$ cat src/rtl/coin_credit_counter_if.sv
`default_nettype none
// ============================================================================
// Module   : coin_credit_counter_if
// Brief    : Coin switches, purchase controls and credit/display outputs.
// Revision : 1.0 - initial release
// ============================================================================
interface coin_credit_counter_if #(
  parameter int N_COINS  = 3,
  parameter int CREDIT_W = 7
);
  logic [N_COINS-1:0]  chave;
  logic [CREDIT_W-1:0] price;
  logic                buy;
  logic                cancel;
  logic [CREDIT_W-1:0] credit;
  logic                vend;
  logic                change_valid;
  logic [CREDIT_W-1:0] change_out;
  logic                reject;
  logic                deny;
  logic [3:0]          bcd_tens;
  logic [3:0]          bcd_ones;
  logic [6:0]          seg_tens;
  logic [6:0]          seg_ones;

  modport master (
    output chave, price, buy, cancel,
    input  credit, vend, change_valid, change_out, reject, deny,
    input  bcd_tens, bcd_ones, seg_tens, seg_ones
  );

  modport slave (
    input  chave, price, buy, cancel,
    output credit, vend, change_valid, change_out, reject, deny,
    output bcd_tens, bcd_ones, seg_tens, seg_ones
  );
endinterface
`default_nettype wire

$ cat src/rtl/coin_credit_counter.sv
`default_nettype none
// ============================================================================
// Module   : coin_credit_counter
// Brief    : Debounced coin credit engine with buy/cancel FSM and BCD display.
//            Optional seven-segment decoder enabled by SEG_DECODE_EN.
// Revision : 1.0 - initial release
// ============================================================================
module coin_credit_counter #(
  parameter int                   N_COINS         = 3,
  parameter logic [N_COINS*8-1:0] COIN_VALUES     = {8'd5, 8'd2, 8'd1},
  parameter int                   DEBOUNCE_CYCLES = 15000000,
  parameter int                   CREDIT_W        = 7,
  parameter int                   MAX_CREDIT      = 99
) (
  input wire logic             clock,
  input wire logic             reset_n,
  coin_credit_counter_if.slave bus
);

  localparam int                 c_CNT_W   = $clog2(DEBOUNCE_CYCLES + 2);
  localparam logic [c_CNT_W-1:0] c_CNT_HIT = c_CNT_W'(DEBOUNCE_CYCLES);
  localparam logic [c_CNT_W-1:0] c_CNT_SAT = c_CNT_W'(DEBOUNCE_CYCLES + 1);
  localparam int                 c_SUM_W   = ((CREDIT_W > 8) ? CREDIT_W : 8) + 1;
  localparam logic [6:0]         c_SEG_OFF = 7'h7F;

  typedef enum logic [1:0] {
    S_IDLE   = 2'd0,
    S_VEND   = 2'd1,
    S_CHANGE = 2'd2
  } state_t;

  logic [N_COINS-1:0]  r_sync1;
  logic [N_COINS-1:0]  r_sync2;
  logic [N_COINS-1:0]  r_pending;
  logic [N_COINS-1:0]  w_press;
  logic [N_COINS-1:0]  w_consume;

  state_t              r_state;
  state_t              w_state_nxt;
  logic [CREDIT_W-1:0] r_credit;
  logic [CREDIT_W-1:0] w_credit_nxt;
  logic [CREDIT_W-1:0] r_price;
  logic [CREDIT_W-1:0] w_price_nxt;
  logic [CREDIT_W-1:0] w_remain;
  logic [c_SUM_W-1:0]  w_sum;
  logic [7:0]          w_value;
  logic                w_found;
  logic                r_reject;
  logic                w_reject_nxt;
  logic                r_deny;
  logic                w_deny_nxt;
  logic                w_vend;
  logic                w_change_valid;
  logic [CREDIT_W-1:0] w_change_out;
  logic [3:0]          r_bcd_tens;
  logic [3:0]          r_bcd_ones;

  always_ff @(posedge clock) begin
    if (!reset_n) begin
      r_sync1 <= '1;
      r_sync2 <= '1;
    end else begin
      r_sync1 <= bus.chave;
      r_sync2 <= r_sync1;
    end
  end

  // Counter parks one past the threshold so each press fires exactly once.
  for (genvar gi = 0; gi < N_COINS; gi++) begin : g_chan
    logic [c_CNT_W-1:0] r_cnt;

    always_ff @(posedge clock) begin
      if (!reset_n) begin
        r_cnt <= '0;
      end else if (r_sync2[gi]) begin
        r_cnt <= '0;
      end else if (r_cnt != c_CNT_SAT) begin
        r_cnt <= r_cnt + c_CNT_W'(1);
      end
    end

    assign w_press[gi] = !r_sync2[gi] && (r_cnt == c_CNT_HIT);
  end

  always_ff @(posedge clock) begin
    if (!reset_n) begin
      r_pending <= '0;
    end else begin
      r_pending <= (r_pending & ~w_consume) | w_press;
    end
  end

  always_ff @(posedge clock) begin
    if (!reset_n) begin
      r_state <= S_IDLE;
    end else begin
      r_state <= w_state_nxt;
    end
  end

  always_comb begin
    w_state_nxt    = r_state;
    w_credit_nxt   = r_credit;
    w_price_nxt    = r_price;
    w_reject_nxt   = 1'b0;
    w_deny_nxt     = 1'b0;
    w_consume      = '0;
    w_value        = '0;
    w_found        = 1'b0;
    w_sum          = '0;
    w_vend         = 1'b0;
    w_change_valid = 1'b0;
    w_change_out   = '0;
    w_remain       = r_credit - r_price;

    case (r_state)
      S_IDLE: begin
        if (bus.cancel) begin
          w_state_nxt = S_CHANGE;
        end else if (bus.buy) begin
          if ((bus.price != '0) && (r_credit >= bus.price)) begin
            w_state_nxt = S_VEND;
            w_price_nxt = bus.price;
          end else begin
            w_deny_nxt = 1'b1;
          end
        end else begin
          for (int i = 0; i < N_COINS; i++) begin
            if (r_pending[i] && !w_found) begin
              w_found      = 1'b1;
              w_consume[i] = 1'b1;
              w_value      = COIN_VALUES[8*i +: 8];
            end
          end
          if (w_found) begin
            w_sum = c_SUM_W'(r_credit) + c_SUM_W'(w_value);
            if (w_sum <= c_SUM_W'(MAX_CREDIT)) begin
              w_credit_nxt = CREDIT_W'(w_sum);
            end else begin
              w_reject_nxt = 1'b1;
            end
          end
        end
      end
      S_VEND: begin
        w_vend       = 1'b1;
        w_credit_nxt = w_remain;
        w_state_nxt  = (w_remain != '0) ? S_CHANGE : S_IDLE;
      end
      S_CHANGE: begin
        w_change_valid = 1'b1;
        w_change_out   = r_credit;
        w_credit_nxt   = '0;
        w_state_nxt    = S_IDLE;
      end
      default: begin
        w_state_nxt = S_IDLE;
      end
    endcase
  end

  always_ff @(posedge clock) begin
    if (!reset_n) begin
      r_credit   <= '0;
      r_price    <= '0;
      r_reject   <= 1'b0;
      r_deny     <= 1'b0;
      r_bcd_tens <= '0;
      r_bcd_ones <= '0;
    end else begin
      r_credit   <= w_credit_nxt;
      r_price    <= w_price_nxt;
      r_reject   <= w_reject_nxt;
      r_deny     <= w_deny_nxt;
      r_bcd_tens <= 4'(r_credit / CREDIT_W'(10));
      r_bcd_ones <= 4'(r_credit % CREDIT_W'(10));
    end
  end

  assign bus.credit       = r_credit;
  assign bus.vend         = w_vend;
  assign bus.change_valid = w_change_valid;
  assign bus.change_out   = w_change_out;
  assign bus.reject       = r_reject;
  assign bus.deny         = r_deny;
  assign bus.bcd_tens     = r_bcd_tens;
  assign bus.bcd_ones     = r_bcd_ones;

`ifdef SEG_DECODE_EN
  // Table is active-high abcdefg; the display pins are active-low.
  function automatic logic [6:0] f_seg(input logic [3:0] i_digit);
    logic [6:0] w_pat;
    case (i_digit)
      4'h0: w_pat = 7'h7E;
      4'h1: w_pat = 7'h30;
      4'h2: w_pat = 7'h6D;
      4'h3: w_pat = 7'h79;
      4'h4: w_pat = 7'h33;
      4'h5: w_pat = 7'h5B;
      4'h6: w_pat = 7'h5F;
      4'h7: w_pat = 7'h70;
      4'h8: w_pat = 7'h7F;
      4'h9: w_pat = 7'h7B;
      4'hA: w_pat = 7'h77;
      4'hB: w_pat = 7'h1F;
      4'hC: w_pat = 7'h4E;
      4'hD: w_pat = 7'h3D;
      4'hE: w_pat = 7'h4F;
      default: w_pat = 7'h47;
    endcase
    return ~w_pat;
  endfunction

  assign bus.seg_tens = f_seg(r_bcd_tens);
  assign bus.seg_ones = f_seg(r_bcd_ones);
`else
  assign bus.seg_tens = c_SEG_OFF;
  assign bus.seg_ones = c_SEG_OFF;
`endif

endmodule
`default_nettype wire
$ cat src/flat_wrapper.sv
// flat-port wrapper written by rule: the top's interface ports become plain ports
module coin_credit_counter_flat 
#(
  parameter int                   N_COINS         = 3,
  parameter logic [N_COINS*8-1:0] COIN_VALUES     = {8'd5, 8'd2, 8'd1},
  parameter int                   DEBOUNCE_CYCLES = 15000000,
  parameter int                   CREDIT_W        = 7,
  parameter int                   MAX_CREDIT      = 99
)
  (clock, reset_n, bus_chave, bus_price, bus_buy, bus_cancel, bus_credit, bus_vend, bus_change_valid, bus_change_out, bus_reject, bus_deny, bus_bcd_tens, bus_bcd_ones, bus_seg_tens, bus_seg_ones);
  coin_credit_counter_if #(.N_COINS(N_COINS), .CREDIT_W(CREDIT_W)) bus_i ();
  input wire logic clock;
  input wire logic reset_n;
  input wire logic [$bits(bus_i.chave)-1:0] bus_chave;
  input wire logic [$bits(bus_i.price)-1:0] bus_price;
  input wire logic [$bits(bus_i.buy)-1:0] bus_buy;
  input wire logic [$bits(bus_i.cancel)-1:0] bus_cancel;
  output wire logic [$bits(bus_i.credit)-1:0] bus_credit;
  output wire logic [$bits(bus_i.vend)-1:0] bus_vend;
  output wire logic [$bits(bus_i.change_valid)-1:0] bus_change_valid;
  output wire logic [$bits(bus_i.change_out)-1:0] bus_change_out;
  output wire logic [$bits(bus_i.reject)-1:0] bus_reject;
  output wire logic [$bits(bus_i.deny)-1:0] bus_deny;
  output wire logic [$bits(bus_i.bcd_tens)-1:0] bus_bcd_tens;
  output wire logic [$bits(bus_i.bcd_ones)-1:0] bus_bcd_ones;
  output wire logic [$bits(bus_i.seg_tens)-1:0] bus_seg_tens;
  output wire logic [$bits(bus_i.seg_ones)-1:0] bus_seg_ones;
  assign bus_i.chave = bus_chave;
  assign bus_i.price = bus_price;
  assign bus_i.buy = bus_buy;
  assign bus_i.cancel = bus_cancel;
  assign bus_credit = bus_i.credit;
  assign bus_vend = bus_i.vend;
  assign bus_change_valid = bus_i.change_valid;
  assign bus_change_out = bus_i.change_out;
  assign bus_reject = bus_i.reject;
  assign bus_deny = bus_i.deny;
  assign bus_bcd_tens = bus_i.bcd_tens;
  assign bus_bcd_ones = bus_i.bcd_ones;
  assign bus_seg_tens = bus_i.seg_tens;
  assign bus_seg_ones = bus_i.seg_ones;
  coin_credit_counter #(.N_COINS(N_COINS), .COIN_VALUES(COIN_VALUES), .DEBOUNCE_CYCLES(DEBOUNCE_CYCLES), .CREDIT_W(CREDIT_W), .MAX_CREDIT(MAX_CREDIT)) u_core (.clock(clock), .reset_n(reset_n), .bus(bus_i));
endmodule
$ cat config.mk
export PLATFORM = sky130hd
export DESIGN_NAME = coin_credit_counter_flat
export DESIGN_NICKNAME = d
export VERILOG_FILES = /design/src/rtl/coin_credit_counter_if.sv /design/src/rtl/coin_credit_counter.sv /design/src/flat_wrapper.sv
export SDC_FILE = /design/constraint.sdc
export NUM_CORES = 1
export LEC_CHECK = 0
export BUFFER_PORTS_ARGS = -buffer_cell sky130_fd_sc_hd__buf_4
export CORE_MARGIN = 2
export CORE_UTILIZATION = 67
export CTS_BUF_LIST = sky130_fd_sc_hd__clkbuf_2 sky130_fd_sc_hd__clkbuf_4 sky130_fd_sc_hd__clkbuf_8
export DETAILED_ROUTE_END_ITERATION = 12
export PLACE_DENSITY = 0.86
export SKIP_CTS_REPAIR_TIMING = 1
export SYNTH_ARGS = -nofsm -noshare
export SYNTH_HDL_FRONTEND = slang
export SYNTH_SLANG_ARGS = --single-unit
$ cat constraint.sdc
create_clock -name clock -period 5.8 [get_ports clock]
set_input_delay 0.58 -clock clock [delete_from_list [all_inputs] [get_ports clock]]
set_output_delay 0.58 -clock clock [all_outputs]
set_load 0.02 [all_outputs]
==> flow_summary.json, run 1 <==
{
  "wl_um": 12000,
  "drv_slew": 0,
  "layout.nets": 779,
  "antenna_cells": 0,
  "power_density_mw_per_mm2": 204,
  "layout_commonest_cell": "dfxtp_1",
  "drt_pre_antenna_iters": 7,
  "ys.warnings.count": 0,
  "rows": 34,
  "crit_fanout": 11,
  "whs_path_depth": 2,
  "fin_crit_sh_pct": 57.7,
  "fin_worst_hold_slack_ns": 0.383,
  "synth-edff-count": 0,
  "p_clk_share_pct": 34.9,
  "grt_setup_unrepaired": "no",
  "syn_area_mm2": 0.00584,
  "switching_share_pct": 26.6,
  "met2_usage_pct": 44.3,
  "viasPerCell": 5.86,
  "drc": 0,
  "required_ns": 6.05,
  "top_usage_layer": "met2",
  "power.switching_uw": 341,
  "status": "finished clean",
  "synth-seq-cells": 107,
  "p_leak_nw": 2.46,
  "postSynthCellCount": 711,
  "maxCapViolations": 0,
  "use_met1_pct": 31.2,
  "start_kind": "flip-flop",
  "tns_ns": 0,
  "numCtsBuffers": 9,
  "endpoint": "u_core.bus.credit[0]",
  "setup_viol": 0,
  "yosys.cell_types.count": 62,
  "yosys.area_share.xor_xnor_pct": 9.90,
  "grtUsageTotal_pct": 25.2,
  "syn_to_final_growth_pct": 7.78,
  "synth_top_cell_by_area": "dfxtp_1",
  "r2r_end": "u_core.bus.credit[0]",
  "hold_viol": 0,
  "cp-startpoint": "u_core.r_pending[0]",
  "use_met3_pct": 4.53,
  "initial_core_util_pct": 68.0,
  "fmax_ghz": 0.299,
  "htreeDepth": 3,
  "arrival_ns": 3.59,
  "ios": 54,
  "muxShareOfSynthArea_pct": 1.89,
  "cts_root_buffer": "clkbuf_8",
  "p_seq_share_pct": 58.3,
  "routedWlPerCell_um": 14.2,
  "die_h_um": 97.4,
  "p_int_uw": 940,
  "ys_seq_area_share_pct": 36.7,
  "drtAntennaViolNets": 0,
  "r2r_setup_slack_ns": 2.45,
  "final_cell_mix": "dfxtp_1 (107), nor2_1 (104), nand2_1 (57)",
  "grt_first_pass_wirelength_um": 20500,
  "synthSimpleGateAreaFrac_pct": 27.3,
  "core_area_mm2": 0.00859,
  "place_congestion": 0.835,
  "drive_gt1_share_pct": 8.40,
  "clk_latency_ns": 0.39,
  "clkTransAtPathRegs_ns": 0.11,
  "skew_ns": 0.0212,
  "first_iter_violations": 202,
  "cp-end-kind": "flip-flop",
  "place_hpwl_um": 8630,
  "hold_path.class": "in2reg",
  "slew_headroom_pct": 41.7,
  "grt-ovfl-total": 0,
  "vias": 4957,
  "die_x_um": 97.4,
  "synth_compound_area_share_pct": 11.0,
  "ys_top_cells_by_area": "dfxtp_1 (37%), nor2_1 (6.7%), ha_1 (6.4%)",
  "r2r_start": "u_core.r_pending[0]",
  "max_slew.worst_pin.slew_ns": 0.874,
  "combPwrFrac_pct": 6.8,
  "antenna_found_initial": 0,
  "syn_area_per_cell_um2": 8.21,
  "first_global_vias": 4750,
  "synth_adder_area_share_pct": 7.11,
  "reg2reg_depth": 11,
  "ys_async_sr_fraction_pct": 0,
  "numPortBuffers": 39,
  "synth_top_area_share_pct": 36.7,
  "clock_path_buffers": 2,
  "ir_worst_vdd_mv": 0.211,
  "synth_top_family_by_area": "simple AND/OR/NAND/NOR gates",
  "cts_tree": "done",
  "min_period_ns": 3.35,
  "dieArea_mm2": 0.00948,
  "cts.sinks": 107,
  "synth-main-ff-cell": "dfxtp_1",
  "crit_type": "reg2reg",
  "grt_max_degree": 26
}
[state kept, by name, indices dropped and copies added, names as in the netlist]
name and cells:
u_core.bus.credit 7, u_core.bus.bcd_ones 4, u_core.g_chan.r_cnt 72, u_core.bus.reject 1
u_core.bus.deny 1, u_core.r_sync1 3, u_core.r_price 7, u_core.bus.bcd_tens 4
u_core.r_state 2, u_core.r_sync2 3, u_core.r_pending 3
[worst min path at each step]
stage	start	to	slack [ns]
floorplan	u_core.r_sync1[0]	u_core.r_sync2[0]	0.39
global placement	u_core.r_sync1[0]	u_core.r_sync2[0]	0.39
detailed placement	u_core.r_sync1[2]	u_core.r_sync2[2]	0.40
CTS	bus_chave[2]	u_core.r_sync1[2]	0.38
global route	bus_chave[2]	u_core.r_sync1[2]	0.39
finish	bus_chave[2]	u_core.r_sync1[2]	0.38
[synthesized netlist by cell type (all sizes together) (3+ instances only)]
master,count
o31ai,3
and2,12
clkbuf,23
nor4bb,3
inv,36
o22ai,3
nand2,58
a21o,4
nor4b,5
buf,18
a211oi,7
nand3,26
xnor2,24
or3,16
nand4,23
o211ai,4
and3,14
nor3,9
a21oi,32
nor3b,4
nor4,8
xor2,42
dfxtp,107
mux2i,11
nor2b,8
o21ai,23
nand2b,13
and4,7
ha,30
nor2,104
[power groups by stage]
stage | logic, mW | registers (mW) | clock network, mW
6_report | 0.0873 | 0.747 | 0.448
5_1_grt | 0.0954 | 0.748 | 0.481
4_1_cts | 0.0863 | 0.746 | 0.453
3_5_place_dp | 0.0857 | 0.763 | 0
3_3_place_gp | 0.0828 | 0.763 | 0
2_1_floorplan | 0.0639 | 0.765 | 0
[layout make-up]
type                       count  area [um2]
sequential                   107        2140
inverter                      36         135
fill                         664        2300
timing repair buffer          39         293
multi-input combinational    540        3390
clock inverter                 7        70.1
tap                          108         135
clock buffer                   9         124
[kinds of logic after synthesis]
family | count (synthesis)
adder cells (fa/ha/maj) | 32
XOR/XNOR | 66
AND/OR/NAND/NOR | 317
other | 1
buffers and inverters | 77
AO/OA/AOI/OAI | 100
multiplexers | 11
flip-flops | 107
[critical path, stage by stage (launching register included)]
cell and delay (ns):
dfxtp_1 0.45, nor3b_1 0.11, or2_2 0.29, ha_1 0.21, fa_1 0.44, a21o_2 0.25, nand4_1 0.18, xnor2_1 0.10
a32o_1 0.30, a311o_1 0.50, a211oi_1 0.31, a211oi_1 0.07
[layer usage]
layer	up-vias	wire length, um
li1	2471	-
met1	2341	5250
met2	125	5990
met3	20	551
met4	0	193
met5	-	0
[metrics by stage]
stage | setup WS, ns | power [mW] | utilization, % | instance area [um2] | instances
after floorplan | 2.79 | 0.829 | - | 5890 | 724
after global placement | 2.67 | 0.846 | 71.0 | 6100 | 830
after detailed placement | 2.54 | 0.849 | 71.0 | 6100 | 830
after CTS | 2.49 | 1.29 | 73.2 | 6290 | 846
after global routing | 2.29 | 1.32 | 73.2 | 6290 | 846
final | 2.45 | 1.28 | 73.2 | 6290 | 846
No activity file was read; power rests on OpenSTA's default activity.
==> run 2: changes to the inputs <==
--- a/config.mk
+++ b/config.mk
@@ -7,10 +7,10 @@
 export LEC_CHECK = 0
 export BUFFER_PORTS_ARGS = -buffer_cell sky130_fd_sc_hd__buf_4
 export CORE_MARGIN = 2
-export CORE_UTILIZATION = 67
+export CORE_UTILIZATION = 62
 export CTS_BUF_LIST = sky130_fd_sc_hd__clkbuf_2 sky130_fd_sc_hd__clkbuf_4 sky130_fd_sc_hd__clkbuf_8
 export DETAILED_ROUTE_END_ITERATION = 12
-export PLACE_DENSITY = 0.86
+export PLACE_DENSITY = 0.81
 export SKIP_CTS_REPAIR_TIMING = 1
 export SYNTH_ARGS = -nofsm -noshare
 export SYNTH_HDL_FRONTEND = slang
==> constraint.sdc (replaced) <==
create_clock -name clock -period 3.3 [get_ports clock]
set_input_delay 0.33 -clock clock [delete_from_list [all_inputs] [get_ports clock]]
set_output_delay 0.33 -clock clock [all_outputs]
set_load 0.02 [all_outputs]
==> run 2 against run 1 <==
Die area grew 7.7%. Routed wire length grew 2.2%. Register-to-register slack got worse by 2.3 ns. Power up 74%. First-iteration DRC count rose by 4.5%. Count of clock-buffer cells in the layout up 1. Clock skew is 0.0098 ns lower. Final area is 0.83% higher. Sequential share of layout area shrank 0.24 points. Flip-flop and latch count unchanged. Critical endpoint is now u_core.bus.credit[4]. Largest power group unchanged.
==> flow_summary.json, run 2 (synthesized netlist as in run 1, its figures left out) <==
{
  "grt_max_degree": 26,
  "regArea_mm2": 0.00214,
  "layout.nets": 786,
  "first_iter_violations": 211,
  "htreeDepth": 3,
  "setup_viol": 0,
  "cts_root_buffer": "clkbuf_8",
  "place_hpwl_um": 8930,
  "max_slew.worst_pin.slew_ns": 0.875,
  "fin_crit_sh_pct": 96.8,
  "ios": 54,
  "skew_ns": 0.0114,
  "slew_headroom_pct": 41.6,
  "tns_ns": 0,
  "p_leak_nw": 2.49,
  "stdcell_area_mm2": 0.00635,
  "largest_reg_flops": 72,
  "numCtsBuffers": 9,
  "clock_path_buffers": 2,
  "antenna_found_initial": 0,
  "start_kind": "flip-flop",
  "dieArea_mm2": 0.0102,
  "wl_um": 12300,
  "finalWorstSetupSlack_ns": 0.107,
  "placed_area_mm2": 0.00613,
  "clk_latency_ns": 0.37,
  "cp-end-kind": "flip-flop",
  "viasPerCell": 5.85,
  "final_util_pct": 69.0,
  "cts_tree": "done",
  "cts.sinks": 107,
  "grt_setup_unrepaired": "no",
  "initial_core_util_pct": 63.5,
  "hold_viol": 0,
  "routedWlPerCell_um": 14.3,
  "antenna_cells": 0,
  "grt-ovfl-total": 0,
  "crit_fanout": 5,
  "die_x_um": 101,
  "vias": 4998,
  "arrival_ns": 3.43,
  "place_congestion": 0.936,
  "numPortBuffers": 39,
  "drive_gt1_share_pct": 9.41,
  "regMostFlops": "u_core.g_chan.r_cnt",
  "drc": 0,
  "first_global_vias": 4761,
  "final_cell_mix": "dfxtp_1 (105), nor2_1 (104), nand2_1 (57)",
  "core_area_mm2": 0.00920,
  "layout_commonest_cell": "dfxtp_1",
  "fmax_ghz": 0.313,
  "min_period_ns": 3.19,
  "hold_path.class": "in2reg",
  "multi_input_area_mm2": 0.00341,
  "place_ws_ns": 0.0346,
  "ir_worst_vdd_mv": 0.308,
  "rows": 35,
  "power_density_mw_per_mm2": 351,
  "drt_pre_antenna_iters": 4,
  "crit_type": "reg2reg",
  "fillerInstances": 747,
  "required_ns": 3.54,
  "drv_slew": 0,
  "die_h_um": 101,
  "clkTransAtPathRegs_ns": 0.10,
  "grt_first_pass_wirelength_um": 20800,
  "syn_to_final_growth_pct": 8.68,
  "drtAntennaViolNets": 0,
  "status": "finished clean",
  "maxCapViolations": 0,
  "grtUsageTotal_pct": 24.7
}
[run 2: report_power, final]
| group | leakage (nW) | total, mW | internal, mW | switching [mW] |
|---|---|---|---|---|
| logic | 1.53 | 0.159 | 0.0604 | 0.0989 |
| clock network | 0.0948 | 0.757 | 0.303 | 0.454 |
| registers | 0.865 | 1.31 | 1.30 | 0.0124 |
[run 2: metal layers]
| metal | vias up | GRT usage (%) | share of wire, % |
|---|---|---|---|
| li1 | 2485 | - | - |
| met1 | 2374 | 30.1 | 44 |
| met2 | 123 | 43.2 | 50 |
| met3 | 16 | 4.92 | 4.2 |
| met4 | 0 | 8.42 | 1.6 |
| met5 | - | 0 | 0 |
[run 2: cell type report]
type	count	area share, %
multi-input cells	541	53.7
flip-flops and latches	107	33.8
clock buffers	10	2.17
repair buffers	45	5.32
inverters	36	2.13
well taps	111	2.19
clock inverters	5	0.729
[run 2: metrics by stage]
stage	std cells	power (mW)	hold slack, ns
3_3_place_gp	837	1.49	0.395
3_5_place_dp	837	1.49	0.397
2_1_floorplan	724	1.46	0.386
6_report	855	2.23	0.134
5_1_grt	855	2.32	0.111
4_1_cts	852	2.24	0.117
[run 2: worst max-delay path, cell delays in order, from the launching register on]
cell	delay [ns]
dfxtp_1	0.34
nor3b_1	0.15
or2_2	0.27
ha_1	0.22
fa_1	0.44
a21o_2	0.25
nand4_1	0.20
xnor2_1	0.12
a32o_1	0.29
a311o_2	0.45
buf_4	0.16
mux2i_1	0.14
nor2_1	0.05
[run 2: worst paths after layout]
path,end,from,slack (ns),depth (start not counted)
setup / recovery,u_core.bus.credit[4],u_core.r_pending[2],0.11,12
hold / removal,u_core.r_sync1[0],bus_chave[0],0.13,2
setup reg to reg,u_core.bus.credit[4],u_core.r_pending[2],0.11,12
hold reg to reg,u_core.r_sync2[0],u_core.r_sync1[0],0.42,1
